--- src/rtl/pb_imem_streamload.sv ---
// Single-clock instruction memory with a streaming loader front-end.
// A loader streams a block of words in over a valid/ready handshake. The
// write address auto-increments, the length is checked against the memory
// size, and an XOR checksum is accumulated. Core fetches are blocked while
// a load is in flight. The array has no reset and exactly one write port
// and one registered read port, so it maps onto block RAM.
module pb_imem_streamload #(
    parameter  int DATA_W    = 32,
    parameter  int MEM_DEPTH = 64,
    localparam int ADDR_W    = $clog2(MEM_DEPTH)
) (
    input  logic              clk_i,
    input  logic              rst_i,
    input  logic              fetch_en_i,
    input  logic [ADDR_W-1:0] addr_i,
    output logic [DATA_W-1:0] data_o,
    output logic              data_valid_o,
    input  logic              load_start_i,
    input  logic [ADDR_W-1:0] load_base_i,
    input  logic [ADDR_W:0]   load_len_i,
    input  logic [DATA_W-1:0] load_data_i,
    input  logic              load_valid_i,
    output logic              load_ready_o,
    output logic              load_busy_o,
    output logic              load_done_o,
    output logic              load_err_o,
    output logic [ADDR_W:0]   load_count_o,
    output logic [DATA_W-1:0] load_csum_o
);

    localparam logic [1:0] ST_IDLE = 2'd0;
    localparam logic [1:0] ST_LOAD = 2'd1;
    localparam logic [1:0] ST_DONE = 2'd2;

    // Depth at two widths: one for fetch-address range checks, one wide
    // enough to hold base+len without overflow.
    localparam logic [ADDR_W:0]   DEPTH_A = (ADDR_W+1)'(MEM_DEPTH);
    localparam logic [ADDR_W+1:0] DEPTH_L = (ADDR_W+2)'(MEM_DEPTH);

    logic [DATA_W-1:0] mem [MEM_DEPTH];

    logic [1:0]        state;
    logic [ADDR_W-1:0] wr_addr;
    logic [ADDR_W:0]   remaining;
    logic [ADDR_W+1:0] load_end;
    logic              load_bad;
    logic              wr_en;

    assign load_end = {2'b00, load_base_i} + {1'b0, load_len_i};
    assign load_bad = (load_len_i == '0) || (load_end > DEPTH_L);

    // A word is written only on a live handshake; a reset edge suppresses it
    // so an aborted load cannot sneak in one more word.
    assign wr_en = !rst_i && (state == ST_LOAD) && load_valid_i;

    assign load_ready_o = (state == ST_LOAD);
    assign load_busy_o  = (state != ST_IDLE);
    assign load_done_o  = (state == ST_DONE);

    // Memory write port: no reset so the array stays block-RAM friendly.
    always_ff @(posedge clk_i) begin
        if (wr_en) begin
            mem[wr_addr] <= load_data_i;
        end
    end

    // Registered fetch port, served only while no load is in flight.
    always_ff @(posedge clk_i) begin
        if (rst_i) begin
            data_o       <= '0;
            data_valid_o <= 1'b0;
        end else if (fetch_en_i && (state == ST_IDLE)) begin
            data_valid_o <= 1'b1;
            if ({1'b0, addr_i} >= DEPTH_A) begin
                data_o <= '0;
            end else begin
                data_o <= mem[addr_i];
            end
        end else begin
            data_valid_o <= 1'b0;
        end
    end

    // Loader FSM: command check, word counting, checksum and sticky error.
    always_ff @(posedge clk_i) begin
        if (rst_i) begin
            state        <= ST_IDLE;
            wr_addr      <= '0;
            remaining    <= '0;
            load_count_o <= '0;
            load_csum_o  <= '0;
            load_err_o   <= 1'b0;
        end else begin
            case (state)
                ST_IDLE: begin
                    if (load_start_i) begin
                        if (load_bad) begin
                            load_err_o <= 1'b1;
                        end else begin
                            wr_addr      <= load_base_i;
                            remaining    <= load_len_i;
                            load_count_o <= '0;
                            load_csum_o  <= '0;
                            load_err_o   <= 1'b0;
                            state        <= ST_LOAD;
                        end
                    end
                end
                ST_LOAD: begin
                    if (load_valid_i) begin
                        wr_addr      <= wr_addr + 1'b1;
                        remaining    <= remaining - 1'b1;
                        load_count_o <= load_count_o + 1'b1;
                        load_csum_o  <= load_csum_o ^ load_data_i;
                        if (remaining == {{ADDR_W{1'b0}}, 1'b1}) begin
                            state <= ST_DONE;
                        end
                    end
                end
                ST_DONE: begin
                    state <= ST_IDLE;
                end
                default: begin
                    state <= ST_IDLE;
                end
            endcase
        end
    end

endmodule

--- config.mk ---
export PLATFORM = sky130hd
export DESIGN_NAME = pb_imem_streamload
export DESIGN_NICKNAME = d
export VERILOG_FILES = /design/src/rtl/pb_imem_streamload.sv
export SDC_FILE = /design/constraint.sdc
export NUM_CORES = 2
export LEC_CHECK = 0
export ABC_CLOCK_PERIOD_IN_PS = 6100
export BUFFER_PORTS_ARGS = -buffer_cell sky130_fd_sc_hd__buf_2
export CORE_ASPECT_RATIO = 1.4
export CORE_MARGIN = 4
export CORE_UTILIZATION = 35
export CTS_CLUSTER_SIZE = 25
export DETAILED_ROUTE_END_ITERATION = 16
export HOLD_SLACK_MARGIN = 0.08
export PLACE_DENSITY = 0.6
export RECOVER_POWER = 25
export SYNTH_ARGS = -nofsm -noshare
export SYNTH_HDL_FRONTEND = slang
export SYNTH_SLANG_ARGS = --single-unit
--- constraint.sdc ---
create_clock -name clk_i -period 6.1 [get_ports clk_i]
set_clock_uncertainty 0.05 [all_clocks]
set_input_delay 1.22 -clock clk_i [delete_from_list [all_inputs] [get_ports clk_i]]
set_output_delay 1.22 -clock clk_i [all_outputs]
set_load 0.1 [all_outputs]
# Word level (Yosys, flattened, before mapping)
# Memory sizes are Yosys's and may differ from the RTL's. A register that Yosys moved wholly into a read port is not among the register bits.
# Cells that the tools add are included.
# op_classes
n_addsub,4
multipliers,0
div,0
magnitude_cmp,1
n_eq_ne,7
shifts,0
mux,25
n_bitwise,1
reduce_logical,12
# ops
operator,count
$mux W32,3
$pmux W32 S2,1
$mux W7,6
$xor A32 B32 Y32,1
$pmux W7 S2,2
$mux W6,3
$pmux W6 S2,1
$add A6 B7 Y8,1
$gt A8 B7 Y1 const B,1
$mux W2,4
$reduce_and A4 Y1,2
$add A7 B1 Y7 const B,1
$eq A7 B1 Y1 const B,1
$logic_not A7 Y1,1
$sub A7 B1 Y7 const B,1
$add A6 B1 Y6 const B,1
$ne A2 B2 Y1 const B,3
$mux W1,4
$pmux W2 S2,1
$reduce_bool A2 Y1,2
$logic_and A1 B1 Y1,3
$eq A2 B1 Y1 const B,1
$eq A2 B2 Y1 const B,1
$logic_not A2 Y1,1
other kinds (4),4
# word_totals
register_bits,56
latchBits,0
ramBits,2048
romBits,0
in_bits,56
output_inout_bits,76
n_memories,1
# mem_list
name,depth,word_bits,read_ports,rd_clocked_by_memory_dff,wr,line,rtl
mem,64,32,1,1,1,40,logic [DATA_W-1:0] mem [MEM_DEPTH];

# Longest topological paths before layout
# logic_depth
word_depth,6
depth_mapped,12

# Worst setup path before layout
# OpenSTA, ideal clock, no wires.
# synth_path
path_kind,input -> register
from,in rst_i
to,"mem mem[31][0], enable pin"
arrival_ns,3.429
t_required_ns,5.629
path_slack_ns,2.200
stages,6
path_buffers,1
path_cell_list,clkbuf_1 > inv_1 > nand2_1 > nor2_1 > nand3_1 > nor2_1
# synth_between
elab_chain_len,5
# synth_lines
element,line,rtl
from (decl),13,"input logic rst_i,"
$logic_not A1 Y1,54,assign wr_en = !rst_i && (state == ST_LOAD) && load_valid_i;
$logic_and A1 B1 Y1 (2 in a row),54,
$mux W1,62,if (wr_en) begin
$mux W1 (implied by the code),63,mem[wr_addr] <= load_data_i;
to (decl),40,
# Every way passes these cells.

# Worst setup path after layout
# layout_path
from,reg state[0]
to,"mem mem[35][29], enable pin"
# layout_between
elab_chain_len,5
# layout_lines
element,line,rtl
from (decl),42,logic [1:0] state;
from (signal assigned),87,state <= ST_IDLE;
from (signal assigned),105,state <= ST_LOAD;
from (signal assigned),116,state <= ST_DONE;
$eq A2 B1 Y1,54,
$logic_and A1 B1 Y1 (2 in a row),54,
$mux W1,62,
$mux W1 (implied by the code),63,
# Every way passes these cells.

==> flow_metrics.py <==
metrics = {
    "critical_path": {
        "worst_path_max_delay_cell": "nor2_4",
        "reg2reg_depth": 7,
        "crit_type": "register to register",
        "cp-start-kind": "register",
        "reg2reg_slack_ns": 1.75,
        "worstPathRequired_ns": 6.56,
        "crit_arrival_ns": 4.81,
        "cp_cell_sequence": "nand2_2 > inv_1 > nand2_1 > nor3_1 > nand3_1 > nor2_4 > buf_12",
        "cp_max_fo": 17,
        "r2r-start": "state[0]",
        "max_stage_delay_ns": 0.92,
        "cp-end-kind": "register",
        "r2r_end": "mem[35][29]",
    },
    "place": {
        "gp_congestion": 0.800,
        "place_area_um2": 87900,
        "place_inst": 7068,
        "port_buffers": 131,
        "dpl_worst_slack_ns": 1.22,
        "place_hpwl_um": 133000,
    },
    "sta": {
        "fin_crit_sh": 0.714,
        "hold_violations": 0,
        "slew_headroom": -1.29,
        "drv_slew": 1068,
        "setup_viol": 0,
        "setup-tns-final_ns": 0,
        "finalCriticalPeriod_ns": 4.35,
        "grt_setup_unrepaired": "false",
        "worstMarginPinSlew_ns": 3.44,
        "fmax_mhz": 230,
        "whs_ns": 0.405,
        "worst_slack_ns": 1.75,
    },
    "cts": {
        "post_cts_resize_count": 0,
        "tritoncts": "yes",
        "postCtsHoldBufs": 0,
        "cts_root_buf": "clkbuf_16",
        "post-cts-setup-buffers": 0,
        "htreeDepth": 4,
        "clock_path_buffers": 4,
        "clk_pin_slew_ns": 0.06,
        "numCtsBuffers": 199,
        "clkSinkCount": 2136,
        "insertion_delay_ns": 0.82,
    },
    "floorplan": {
        "io_pins": 132,
        "die_w_um": 418,
        "num_rows": 210,
        "die-area_um2": 243000,
        "start_util": 0.352,
        "die_h_um": 582,
        "core_area_um2": 234000,
    },
    "status": {
        "violations": "capacitance limit, slew limit",
        "outcome": "finished with violations",
    },
    "global_routing": {
        "grt_max_degree": 80,
        "grt.overflow.total": 0,
        "track_usage": 0.176,
        "grt_pass1_wl_um": 312000,
        "antenna_found_initial": 14,
        "grt_pass1_vias": 41900,
    },
    "cells_and_area": {
        "finish.utilization": 0.403,
        "syn_to_final_growth_pct": 14.3,
        "drive_gt1_frac": 0.251,
        "finalInstanceArea_um2": 94100,
        "layout.cells.non_filler": 7431,
        "finalNetCount": 4262,
    },
    "yosys": {
        "synth_edf_count": 2048,
        "syn_avg_cell_area_um2": 20.9,
        "syn-num-nets": 4004,
        "synth.distinct_cells": 60,
        "ys_seq_elements": 2136,
        "yosys_most_used_dff": "edfxtp_1",
        "synthesis.instances": 3937,
        "yosysSeqAreaShare": 0.768,
        "yosysWarnings": 0,
        "syn-cell-area_um2": 82300,
        "synthArstFlopShare": 0,
    },
    "power_and_ir_drop": {
        "p_clk_frac": 0.401,
        "switching_power_mw": 6.69,
        "power_frac_comb": 0.063,
        "p_per_area_nw_per_um2": 321,
        "p_seq_frac": 0.536,
        "ir_drop_v": 0.000211,
        "p_int_mw": 23.5,
        "power_leakage_nw": 29.5,
        "switching_share": 0.221,
        "total_power_mw": 30.2,
    },
    "worst_hold_path": {
        "hp-start": "state[1]",
        "min_path_cells": 1,
        "hold_path.class": "register to register",
        "holdPathEnd": "state[0]",
    },
    "routing": {
        "drt-total-wl_um": 219000,
        "ant_nets": 0,
        "drc": 0,
        "wire_per_inst_um": 29.4,
        "initialDrtViolationCount": 4027,
        "drt-vias-per-instance": 5.52,
        "firstDrtPassIters": 5,
        "vias": 41000,
    },
    "job": {
        "cap_violations": 25,
    },
}
[registers in the layout, summed over array words and instances (netlist names)]
signal        flops
mem            2048
data_o           32
load_csum_o      32
load_count_o      7
remaining         7
wr_addr           6
state             2
data_valid_o      1
load_err_o        1
[logic make-up (layout without fill, tap and decap cells)]
logic type | count (synthesis) | count (layout) | synth area share
flip-flops | 2136 | 2136 | 0.768
AND/OR/NAND/NOR | 366 | 366 | 0.0200
AO/OA/AOI/OAI | 465 | 465 | 0.0384
other | 0 | 6 | 0
adder cells (fa/ha/maj) | 11 | 11 | 0.00176
multiplexers | 710 | 710 | 0.157
XOR/XNOR | 3 | 3 | 0.000319
buffers and inverters | 246 | 660 | 0.0144
[worst max-delay path by stage]
stage                        start          end  depth (start not counted)
final                     state[0]  mem[35][29]                          7
after CTS                 state[0]  mem[35][29]                          7
after global routing      state[0]  mem[35][29]                          7
after floorplan              rst_i   mem[31][0]                          6
after global placement       rst_i  mem[23][18]                          7
after detailed placement     rst_i  mem[23][18]                          7
[synth_stat cells (15+ instances only)]
cell type / n / area share
edfxtp_1: 2048 / 0.75
mux4_2: 464 / 0.13
mux2i_1: 240 / 0.029
clkbuf_1: 132 / 0.0060
nor2_1: 114 / 0.0052
a21oi_1: 107 / 0.0065
nor3_1: 94 / 0.0057
o21ai_0: 89 / 0.0054
dfxtp_1: 88 / 0.021
nand2_1: 88 / 0.0040
o221ai_1: 79 / 0.0084
o22ai_1: 53 / 0.0040
buf_4: 50 / 0.0046
buf_2: 29 / 0.0018
nand3_1: 26 / 0.0016
buf_1: 17 / 0.00077
a21o_1: 16 / 0.0015
a31oi_1: 15 / 0.0011
[power by group through the flow]
stage	logic (mW)	clock network [mW]	registers, mW
6_report	1.90	12.1	16.2
5_1_grt	2.01	12.9	16.2
4_1_cts	1.92	12.3	16.2
3_5_place_dp	1.92	0	16.5
3_3_place_gp	1.90	0	16.5
2_1_floorplan	0.925	0	16.7
[layout by cell type, fill, tap and decap left out, drive strengths merged, types with 7 or more instances in the layout]
| cell type | synthesis | routed |
|---|---|---|
| edfxtp | 2048 | 2048 |
| mux4 | 464 | 464 |
| clkbuf | 132 | 284 |
| buf | 101 | 260 |
| mux2i | 240 | 240 |
| nor2 | 114 | 114 |
| a21oi | 107 | 107 |
| nor3 | 94 | 94 |
| o21ai | 89 | 89 |
| dfxtp | 88 | 88 |
| nand2 | 88 | 88 |
| o221ai | 79 | 79 |
| clkinv | 1 | 76 |
| o22ai | 53 | 53 |
| nand3 | 26 | 26 |
| inv | 12 | 17 |
| a21o | 16 | 16 |
| bufinv | 0 | 16 |
| a31oi | 15 | 15 |
| a32oi | 11 | 11 |
| and2 | 10 | 10 |
| ha | 10 | 10 |
| o211ai | 9 | 9 |
| a32o | 9 | 9 |
| nor2b | 8 | 8 |
| a221o | 8 | 8 |
| a22oi | 8 | 8 |
| a41oi | 8 | 8 |
| a22o | 8 | 8 |
| o22a | 7 | 7 |
| clkinvlp | 0 | 7 |
[final cells by class]
| cell class | count | area [um2] |
|---|---|---|
| sequential | 2136 | 63300 |
| inverter | 13 | 57.6 |
| timing repair buffer | 290 | 2270 |
| tap | 3074 | 3850 |
| fill | 20500 | 140000 |
| antenna | 6 | 15.0 |
| multi-input combinational | 1555 | 18400 |
| clock buffer | 254 | 5320 |
| clock inverter | 103 | 940 |
[layer usage]
metal,wire length (um),share of wire,global-route usage
met1,85800,0.39,0.229
met3,12500,0.057,0.0229
met4,6440,0.029,0.0519
met5,0,0,0
met2,114000,0.52,0.310
[critical path, delay by kind of cell (launching register included)]
kind | cells | cell delay [ns]
buffers and inverters | 2 | 0.64
DFF | 1 | 0.54
and+or+nand+nor | 5 | 2.76
Note: power is estimated with default switching activity, not from simulation.
